## config.mk

```make
export PLATFORM = sky130hd
export DESIGN_NAME = btb_predictor_flat
export DESIGN_NICKNAME = d
export VERILOG_FILES = /design/src/rtl/btb_predictor_if.sv /design/src/rtl/btb_predictor.sv /design/src/flat_wrapper.sv
export SDC_FILE = /design/constraint.sdc
export NUM_CORES = 2
export LEC_CHECK = 0
export ABC_AREA = 1
export CORE_UTILIZATION = 56
export DETAILED_ROUTE_END_ITERATION = 6
export PLACE_DENSITY = 0.8
export SYNTH_ARGS = -nofsm -noshare
export SYNTH_HDL_FRONTEND = slang
export SYNTH_SLANG_ARGS = --single-unit
```

## constraint.sdc

```tcl
create_clock -name clk -period 9.8 [get_ports clk]
set_input_delay 2.94 -clock clk [delete_from_list [all_inputs] [get_ports clk]]
set_output_delay 2.94 -clock clk [all_outputs]
set_load 0.05 [all_outputs]
```

## src/rtl/btb_predictor_if.sv

```systemverilog
// Fetch-side lookup and EX-side training bus for the branch target buffer.
interface btb_predictor_if;
  // IF-stage lookup
  logic [31:0] pc_if;
  logic        btb_hit_if;
  logic        predicted_taken_if;
  logic [31:0] predicted_target_if;
  logic [31:0] next_pc_if;
  // EX-stage training
  logic        update_btb_ex;
  logic [31:0] pc_ex;
  logic        ex_branch_taken;
  logic [31:0] jump_addr_ex;
  logic        modify_pc_ex;
  // statistics
  logic [31:0] update_count;
  logic [31:0] mispredict_count;

  // Pipeline side: drives fetch PC and resolver outcomes, consumes predictions.
  modport master (
    output pc_if, update_btb_ex, pc_ex, ex_branch_taken, jump_addr_ex, modify_pc_ex,
    input  btb_hit_if, predicted_taken_if, predicted_target_if, next_pc_if,
           update_count, mispredict_count
  );

  // Predictor side.
  modport slave (
    input  pc_if, update_btb_ex, pc_ex, ex_branch_taken, jump_addr_ex, modify_pc_ex,
    output btb_hit_if, predicted_taken_if, predicted_target_if, next_pc_if,
           update_count, mispredict_count
  );
endinterface

```

## src/rtl/btb_predictor.sv

```systemverilog
// Direct-mapped branch target buffer with 2-bit saturating direction counters.
// Lookup is combinational on pc_if; training from EX lands on the next clk edge,
// so a same-cycle lookup of the trained index still sees the old contents.
module btb_predictor #(
  parameter int ENTRIES    = 16,
  parameter int INDEX_BITS = $clog2(ENTRIES),
  parameter int TAG_BITS   = 30 - INDEX_BITS
) (
  input  logic           clk,
  input  logic           rst,
  btb_predictor_if.slave bus
);

  localparam logic [1:0] CTR_WEAK_NT = 2'b01;
  localparam logic [1:0] CTR_WEAK_T  = 2'b10;
  localparam logic [1:0] CTR_MAX     = 2'b11;
  localparam logic [1:0] CTR_MIN     = 2'b00;

  logic                valid_q  [ENTRIES];
  logic [TAG_BITS-1:0] tag_q    [ENTRIES];
  logic [31:0]         target_q [ENTRIES];
  logic [1:0]          ctr_q    [ENTRIES];

  logic [31:0] upd_cnt_q, upd_cnt_d;
  logic [31:0] mis_cnt_q, mis_cnt_d;

  // Word-aligned PCs: the low two bits never select anything.
  logic unused_pc_lsbs;
  assign unused_pc_lsbs = ^{bus.pc_if[1:0], bus.pc_ex[1:0]};

  // ---------------- lookup ----------------
  logic [INDEX_BITS-1:0] l_idx;
  logic [TAG_BITS-1:0]   l_tag;
  logic                  l_hit;

  assign l_idx = bus.pc_if[INDEX_BITS+1:2];
  assign l_tag = bus.pc_if[31:INDEX_BITS+2];
  assign l_hit = valid_q[l_idx] && (tag_q[l_idx] == l_tag);

  // Prediction outputs are fully combinational from pc_if and the array.
  always_comb begin
    bus.btb_hit_if          = l_hit;
    bus.predicted_taken_if  = l_hit && ctr_q[l_idx][1];
    bus.predicted_target_if = l_hit ? target_q[l_idx] : 32'h0;
    bus.next_pc_if          = bus.predicted_taken_if ? bus.predicted_target_if
                                                     : bus.pc_if + 32'd4;
  end

  // ---------------- training ----------------
  logic [INDEX_BITS-1:0] u_idx;
  logic [TAG_BITS-1:0]   u_tag;
  logic                  u_hit;
  logic                  wr_en;
  logic [TAG_BITS-1:0]   tag_d;
  logic [31:0]           target_d;
  logic [1:0]            ctr_d;

  assign u_idx = bus.pc_ex[INDEX_BITS+1:2];
  assign u_tag = bus.pc_ex[31:INDEX_BITS+2];
  assign u_hit = valid_q[u_idx] && (tag_q[u_idx] == u_tag);

  // New contents for the trained entry; a not-taken miss leaves the array alone.
  always_comb begin
    wr_en    = 1'b0;
    tag_d    = tag_q[u_idx];
    target_d = target_q[u_idx];
    ctr_d    = ctr_q[u_idx];
    if (bus.update_btb_ex) begin
      if (u_hit) begin
        wr_en = 1'b1;
        if (bus.ex_branch_taken) begin
          ctr_d    = (ctr_q[u_idx] == CTR_MAX) ? CTR_MAX : ctr_q[u_idx] + 2'd1;
          target_d = bus.jump_addr_ex;
        end else begin
          ctr_d    = (ctr_q[u_idx] == CTR_MIN) ? CTR_MIN : ctr_q[u_idx] - 2'd1;
        end
      end else if (bus.ex_branch_taken) begin
        // Allocate or evict the alias outright; the old tag is gone.
        wr_en    = 1'b1;
        tag_d    = u_tag;
        target_d = bus.jump_addr_ex;
        ctr_d    = CTR_WEAK_T;
      end
    end
  end

  // Array state; reset wins over a same-edge update, which is simply dropped.
  always_ff @(posedge clk) begin
    if (rst) begin
      for (int i = 0; i < ENTRIES; i++) begin
        valid_q[i]  <= 1'b0;
        tag_q[i]    <= '0;
        target_q[i] <= 32'h0;
        ctr_q[i]    <= CTR_WEAK_NT;
      end
    end else if (wr_en) begin
      valid_q[u_idx]  <= 1'b1;
      tag_q[u_idx]    <= tag_d;
      target_q[u_idx] <= target_d;
      ctr_q[u_idx]    <= ctr_d;
    end
  end

  // ---------------- statistics ----------------
  // Free-running 32-bit counters that wrap.
  always_comb begin
    upd_cnt_d = upd_cnt_q;
    mis_cnt_d = mis_cnt_q;
    if (bus.update_btb_ex) begin
      upd_cnt_d = upd_cnt_q + 32'd1;
      if (bus.modify_pc_ex) mis_cnt_d = mis_cnt_q + 32'd1;
    end
  end

  // Statistics registers.
  always_ff @(posedge clk) begin
    if (rst) begin
      upd_cnt_q <= 32'h0;
      mis_cnt_q <= 32'h0;
    end else begin
      upd_cnt_q <= upd_cnt_d;
      mis_cnt_q <= mis_cnt_d;
    end
  end

  assign bus.update_count     = upd_cnt_q;
  assign bus.mispredict_count = mis_cnt_q;

endmodule
```

## src/flat_wrapper.sv

```systemverilog
// flat-port wrapper written by rule: the top's interface ports become plain ports
module btb_predictor_flat 
#(
  parameter int ENTRIES    = 16,
  parameter int INDEX_BITS = $clog2(ENTRIES),
  parameter int TAG_BITS   = 30 - INDEX_BITS
)
  (clk, rst, bus_pc_if, bus_update_btb_ex, bus_pc_ex, bus_ex_branch_taken, bus_jump_addr_ex, bus_modify_pc_ex, bus_btb_hit_if, bus_predicted_taken_if, bus_predicted_target_if, bus_next_pc_if, bus_update_count, bus_mispredict_count);
  btb_predictor_if bus_i ();
  input  logic clk;
  input  logic rst;
  input wire logic [$bits(bus_i.pc_if)-1:0] bus_pc_if;
  input wire logic [$bits(bus_i.update_btb_ex)-1:0] bus_update_btb_ex;
  input wire logic [$bits(bus_i.pc_ex)-1:0] bus_pc_ex;
  input wire logic [$bits(bus_i.ex_branch_taken)-1:0] bus_ex_branch_taken;
  input wire logic [$bits(bus_i.jump_addr_ex)-1:0] bus_jump_addr_ex;
  input wire logic [$bits(bus_i.modify_pc_ex)-1:0] bus_modify_pc_ex;
  output wire logic [$bits(bus_i.btb_hit_if)-1:0] bus_btb_hit_if;
  output wire logic [$bits(bus_i.predicted_taken_if)-1:0] bus_predicted_taken_if;
  output wire logic [$bits(bus_i.predicted_target_if)-1:0] bus_predicted_target_if;
  output wire logic [$bits(bus_i.next_pc_if)-1:0] bus_next_pc_if;
  output wire logic [$bits(bus_i.update_count)-1:0] bus_update_count;
  output wire logic [$bits(bus_i.mispredict_count)-1:0] bus_mispredict_count;
  assign bus_i.pc_if = bus_pc_if;
  assign bus_i.update_btb_ex = bus_update_btb_ex;
  assign bus_i.pc_ex = bus_pc_ex;
  assign bus_i.ex_branch_taken = bus_ex_branch_taken;
  assign bus_i.jump_addr_ex = bus_jump_addr_ex;
  assign bus_i.modify_pc_ex = bus_modify_pc_ex;
  assign bus_btb_hit_if = bus_i.btb_hit_if;
  assign bus_predicted_taken_if = bus_i.predicted_taken_if;
  assign bus_predicted_target_if = bus_i.predicted_target_if;
  assign bus_next_pc_if = bus_i.next_pc_if;
  assign bus_update_count = bus_i.update_count;
  assign bus_mispredict_count = bus_i.mispredict_count;
  btb_predictor #(.ENTRIES(ENTRIES), .INDEX_BITS(INDEX_BITS), .TAG_BITS(TAG_BITS)) u_core (.clk(clk), .rst(rst), .bus(bus_i));
endmodule
```

# [Yosys cells after proc, flatten, opt, wreduce, memory -nomap -nowiden]
# Memories as Yosys holds them, arrays and structs flattened.
# Cells that the tools add are included.
[totals] inputBits=101 ff_bits=64 elab_cells=59 ramBits=976 out_inout_bits=130 memories=4
[memory_table] name="u_core.target_q" depth=16 width=32 read_ports=1 rd_ports_with_merged_regs=0 write_ports=16 line="btb_predictor.sv:21" source="logic [31:0] target_q [ENTRIES];"
[memory_table] name="u_core.tag_q" depth=16 width=26 read_ports=2 rd_ports_with_merged_regs=0 write_ports=16 line="btb_predictor.sv:20" source="logic [TAG_BITS-1:0] tag_q [ENTRIES];"
[memory_table] name="u_core.ctr_q" depth=16 width=2 read_ports=2 rd_ports_with_merged_regs=0 write_ports=16 line="btb_predictor.sv:22" source="logic [1:0] ctr_q [ENTRIES];"
[memory_table] name="u_core.valid_q" depth=16 width=1 read_ports=2 rd_ports_with_merged_regs=0 write_ports=16 line="btb_predictor.sv:19" source="logic valid_q [ENTRIES];"
[classes] n_reduce_logical=10 n_addsub=5 eq_ne=5 n_mux=33
[ops] cell="2-to-1 mux 32 bit" n=5
[ops] cell="2-to-1 mux 26 bit" n=4
[ops] cell="adder 32 x 1 -> 32 bit, second input constant" n=2
[ops] cell="== test 26 bit" n=2
[ops] cell="adder 32 x 3 -> 32 bit, second input constant" n=1
[ops] cell="OR reduction 32 bit" n=1
[ops] cell="OR reduction 26 bit" n=1
[ops] cell="2-to-1 mux 4 bit" n=4
[ops] cell="2-to-1 mux 2 bit" n=7
[ops] cell="2-to-1 mux 1 bit" n=13
[ops] cell="logical AND 1 bit" n=3
[ops] cell="AND reduction 3 bit" n=1
[ops] cell="adder 2 x 1 -> 2 bit, second input constant" n=1
[ops] cell="== test 2 bit, second input constant" n=1
[ops] cell="zero test 2 bit" n=1
[ops] cell="!= test 2 bit, second input constant" n=1
[ops] cell="AND reduction 2 bit" n=1
[ops] cell="OR reduction 2 bit" n=1
[ops] cell="subtractor 2 x 1 -> 2 bit, second input constant" n=1
[ops] cell="!= test 1 bit, second input constant" n=1
[ops] cell="OR reduction 1 bit" n=1

# [Longest topological paths before layout]
# An unclocked memory read counts as a cell.
[depth] depth_word=11 ltp_mapped=24 depth_no_buf=21

# [Worst setup path before layout]
# No wires, ideal clock.
[synth_path] kind="in2out" startpoint="in bus_pc_if[2]" endpoint="out bus_next_pc_if[17]" n_path_buf=6 t_required_ps=6860 t_arrival_ps=5972 slack_ps=888 path_stages=11 cell_sequence="inv_2 > clkbuf_1 > buf_2 > buf_2 > buf_2 > buf_2 > clkbuf_1 > nand2_1 > a32o_1 > a221o_1 > o21ai_0"
[synth_via] elab_chain_cells=5 elab_cells_between_ends=10 cone_classes="add/sub: 1; eq/ne: 1; mux: 2; reduce/logical: 2; memory: 4"
[synth_lines] element="start, declared" line="flat_wrapper.sv:12" source="input wire logic [$bits(bus_i.pc_if)-1:0] bus_pc_if;"
[synth_lines] element="memory read (16 x 26 bit)"
[synth_lines] element="== test 26 bit" line="btb_predictor.sv:38" source="assign l_hit = valid_q[l_idx] && (tag_q[l_idx] == l_tag);"
[synth_lines] element="logical AND 1 bit" line="btb_predictor.sv:38"
[synth_lines] element="2-to-1 mux 32 bit / logical AND 1 bit (equally long branches)" line="btb_predictor.sv:44, btb_predictor.sv:43"
[synth_lines] element="2-to-1 mux 32 bit *" line="btb_predictor.sv:45" source="bus.next_pc_if = bus.predicted_taken_if ? bus.predicted_target_if"
[synth_lines] element="end, declared" line="flat_wrapper.sv:21" source="output wire logic [$bits(bus_i.next_pc_if)-1:0] bus_next_pc_if;"
# Mark *: on every way between the ends. The rest lies on a longest branch, timed or not.

# [Worst setup path after layout]
[layout_path] startpoint="in bus_pc_if[5]" endpoint="out bus_predicted_target_if[25]"
[layout_via] elab_chain_cells=4 elab_cells_between_ends=6 cone_classes="eq/ne: 1; mux: 1; reduce/logical: 1; memory: 3"
[layout_lines] element="memory read (16 x 26 bit)"
[layout_lines] element="== test 26 bit" line="btb_predictor.sv:38"
[layout_lines] element="logical AND 1 bit" line="btb_predictor.sv:38"
[layout_lines] element="2-to-1 mux 32 bit *" line="btb_predictor.sv:44" source="bus.predicted_target_if = l_hit ? target_q[l_idx] : 32'h0;"
[layout_lines] element="end, declared" line="flat_wrapper.sv:20" source="output wire logic [$bits(bus_i.predicted_target_if)-1:0] bus_predicted_target_if;"
# Marked as above.

==> impl_metrics.toml <==
[run_status]
status = "finished, violations left"
violations = "DRC"

[sta]
finalClockSkew_ps = 30.0
max_freq_mhz = 105
slew_headroom_pct = 11.9
finalSetupViolCount = 0
drv_slew = 0
post-route-min-period_ps = 9540
tightest_slew_ps = 1320
period_share_pct = 97.3
hold_violations = 0
rsz0062_at_grt = "false"
setup-tns-final_ps = 0

[setup_path]
crit_buf_inv = 6
cpPeakStageDelay_ps = 640
path_cells = "clkdlybuf4s50_1 -> nand2_1 -> inv_2 -> buf_12 -> nand2_1 -> nand2_1 -> inv_1 -> nand3_1 -> nand2_1 -> nor2_1 -> nand2_1 -> nor2_1 -> nand2_1 -> nor2_2 -> inv_1 -> nor3_1 -> buf_12"
cp_top_family = "simple AND/OR/NAND/NOR gates"
critPathCaptureType = "output port"
cp-start-kind = "input pin"
critical_path.max_fanout = 27
crit_type = "input pin to output port"
critPathSlowestCell = "clkdlybuf4s50_1"
crit_top_cell = "nand2_1"
critPathRequiredTime_ps = 6860
arrival_ps = 6600

[detailed_routing]
drc = 2
wire_per_inst_um = 23.6
drt-pass1-iter-count = 7
drt_first_iter_violations = 8279
routed_wirelength_um = 181000
vias = 47903
detail-route-antenna-nets = 0
viasPerCell = 6.25

[synthesis]
yosys_warnings = 0
synth-simple-area-share_pct = 24.8
synth_edf_count = 960
async_flop_share_pct = 0
avgSynthCellArea_um2 = 8.41
synthesis.area_um2 = 53300
synthCells = 6343
muxShareOfSynthArea_pct = 0
syn-num-nets = 6447
synth_fa_ha_area_share_pct = 0.0704
ys.flop_type = "edfxtp_1"
ys_ff_latch = 1040
synth_cell_types = 48
yosysSeqAreaShare_pct = 57.1
synth_top_family_by_area = "simple AND/OR/NAND/NOR gates"
synth-xor-area-share_pct = 0.443
synth-compound-area-share_pct = 11.4

[clock_network]
clock_path_buffers = 3
cts_root_buffer = "clkbuf_16"
htreeDepth = 3
cts_made_buffers = 104
clk_latency_ps = 710
clk_transition_reported_paths_ps = 60
cts_sinks = 1040
ctsResizeCount = 0
hold_buffers = 0
cts_tree = "built"
cts_setup_buffers = 0

[power]
seqPwrFrac_pct = 49.7
peakVddDrop_mv = 0.134
p_leak_nw = 23.9
p_clk_share_pct = 38.3
p_int_w = 0.00755
p_comb_share_pct = 12.0
p_per_area_nw_per_um2 = 170
p_switching_w = 0.00270
switching_share_pct = 26.4

[place]
gp_congestion = 0.931
port_buffers = 228
place_hpwl_um = 105000
place_area_um2 = 56900
dpl.cell_count = 7466

[layout]
drive_above_1_share_pct = 6.20
nets = 6422
stdcell_count = 7664
syn_to_final_growth_pct = 13.0
design_area_um2 = 60200

[grt]
grt_antenna_before_repair = 11
grt.overflow.total = 0
grt_pass1_wl_um = 267000
track_usage_pct = 36.5
grt_pass1_vias = 44960
grt_start_max_net_pins = 203

[floorplan]
placementRows = 112
dieWidth_um = 311
ioPinCount = 231
die-area_um2 = 96500
core_um2 = 93900
die_h_um = 311
start_util_pct = 56.8

[job]
cap_violations = 0

[worst_hold_path]
hold_path_class = "flip-flop to flip-flop"
==> cell usage in the layout (no fill, tap or decap), types with 30 or more instances in the layout <==
| master | count |
|---|---|
| nand3_1 | 149 |
| nor3_1 | 38 |
| buf_12 | 78 |
| o21ai_0 | 381 |
| clkinv_1 | 30 |
| inv_1 | 352 |
| nor2_1 | 1310 |
| buf_4 | 95 |
| dfxtp_1 | 80 |
| a22oi_1 | 76 |
| clkbuf_16 | 107 |
| nand2_1 | 1812 |
| edfxtp_1 | 960 |
| nand2_2 | 35 |
| nand4_1 | 37 |
| a32o_1 | 39 |
| a21oi_1 | 372 |
| o211ai_1 | 58 |
| clkdlybuf4s50_1 | 157 |
==> final timing paths <==
kind	from	endpoint	slack, ps	depth (start not counted)
max	bus_pc_if[5]	bus_predicted_target_if[25]	260	17
min	u_core.bus.update_count[8]	u_core.bus.update_count[8]	470	2
max reg2reg	u_core.tag_q[2][9]	u_core.tag_q[14][19]	5710	18
min reg2reg	u_core.bus.update_count[8]	u_core.bus.update_count[8]	470	2
==> worst register-to-register path: stages (launching register included) <==
cell	delay, ps
edfxtp_1	400
nand2_1	80
nand2_1	60
nand2_1	50
nand2_1	60
nand2_1	60
nand2_1	140
o21ai_0	530
and2_0	210
nand2_1	50
nor2_1	80
nand2_1	120
nor2_1	110
nand2_1	240
nand2_2	380
nand4_1	140
buf_4	310
nand2_1	140
buf_4	450
==> Yosys cell counts (13+ instances only) <==
cell type | n | share of area (%)
nor3_1 | 38 | 0.36
o211ai_1 | 58 | 0.82
buf_1 | 49 | 0.34
o22ai_1 | 15 | 0.18
nand3_1 | 149 | 1.4
xor2_1 | 24 | 0.39
buf_2 | 133 | 1.2
edfxtp_1 | 960 | 54
dfxtp_1 | 80 | 3.0
a21oi_1 | 372 | 3.5
o21ai_2 | 26 | 0.43
o21ai_0 | 381 | 3.6
a22oi_1 | 76 | 1.1
nand2_1 | 1844 | 13
clkbuf_1 | 268 | 1.9
nand4_1 | 37 | 0.43
nor2_1 | 1313 | 9.2
inv_1 | 352 | 2.5
a32o_1 | 39 | 0.73
a221o_1 | 13 | 0.24
==> state kept, by name, indices dropped and copies added, names as in the netlist <==
signal and flops:
u_core.bus.mispredict_count 32, u_core.bus.update_count 32, u_core.valid_q 16, u_core.tag_q 416, u_core.target_q 512, u_core.ctr_q 32
==> cells by family (layout without fill, tap and decap cells) <==
logic type,count (synthesis),after routing
AO/OA/AOI/OAI,1039,1039
XOR/XNOR,27,27
AND/OR/NAND/NOR,3410,3410
flip-flops,1040,1040
adder cells (fa/ha/maj),3,3
buffers and inverters,824,889
other,0,2
==> routing by layer <==
layer	part of all wire, %	track usage (%)	vias up
met3	16	10.0	784
met1	34	46.8	22031
met2	44	55.1	4092
met5	0.066	0	-
met4	6.7	22.6	18
li1	-	-	20978
==> per-stage QoR <==
stage / total power (W) / worst slack (ps) / util, % / hold slack [ps]
2_1_floorplan: 0.00590 / 888 / - / 441
3_3_place_gp: 0.00632 / 550 / 60.6 / 453
3_5_place_dp: 0.00635 / 480 / 60.6 / 456
4_1_cts: 0.0102 / 449 / 64.2 / 467
5_1_grt: 0.0105 / 53.0 / 64.2 / 494
6_report: 0.0102 / 261 / 64.2 / 468
==> power groups by stage <==
stage / logic (W) / clock network, W / registers, W
3_3_place_gp: 0.00115 / 0 / 0.00517
5_1_grt: 0.00130 / 0.00407 / 0.00511
2_1_floorplan: 0.000727 / 0 / 0.00517
6_report: 0.00123 / 0.00392 / 0.00509
3_5_place_dp: 0.00117 / 0 / 0.00518
4_1_cts: 0.00118 / 0.00390 / 0.00509
==> final cells by class <==
cell class                      count  area (um^2)
Multi-Input combinational cell   4479        19700
Timing Repair Buffer              333         3890
Tap cell                         1254         1570
Clock buffer                      134         2800
Fill cell                        7359        33600
Inverter                          360         1370
Clock inverter                     62          509
Sequential cell                  1040        30400
Antenna cell                        2         5.00
No activity file was read; power rests on OpenSTA's default activity.
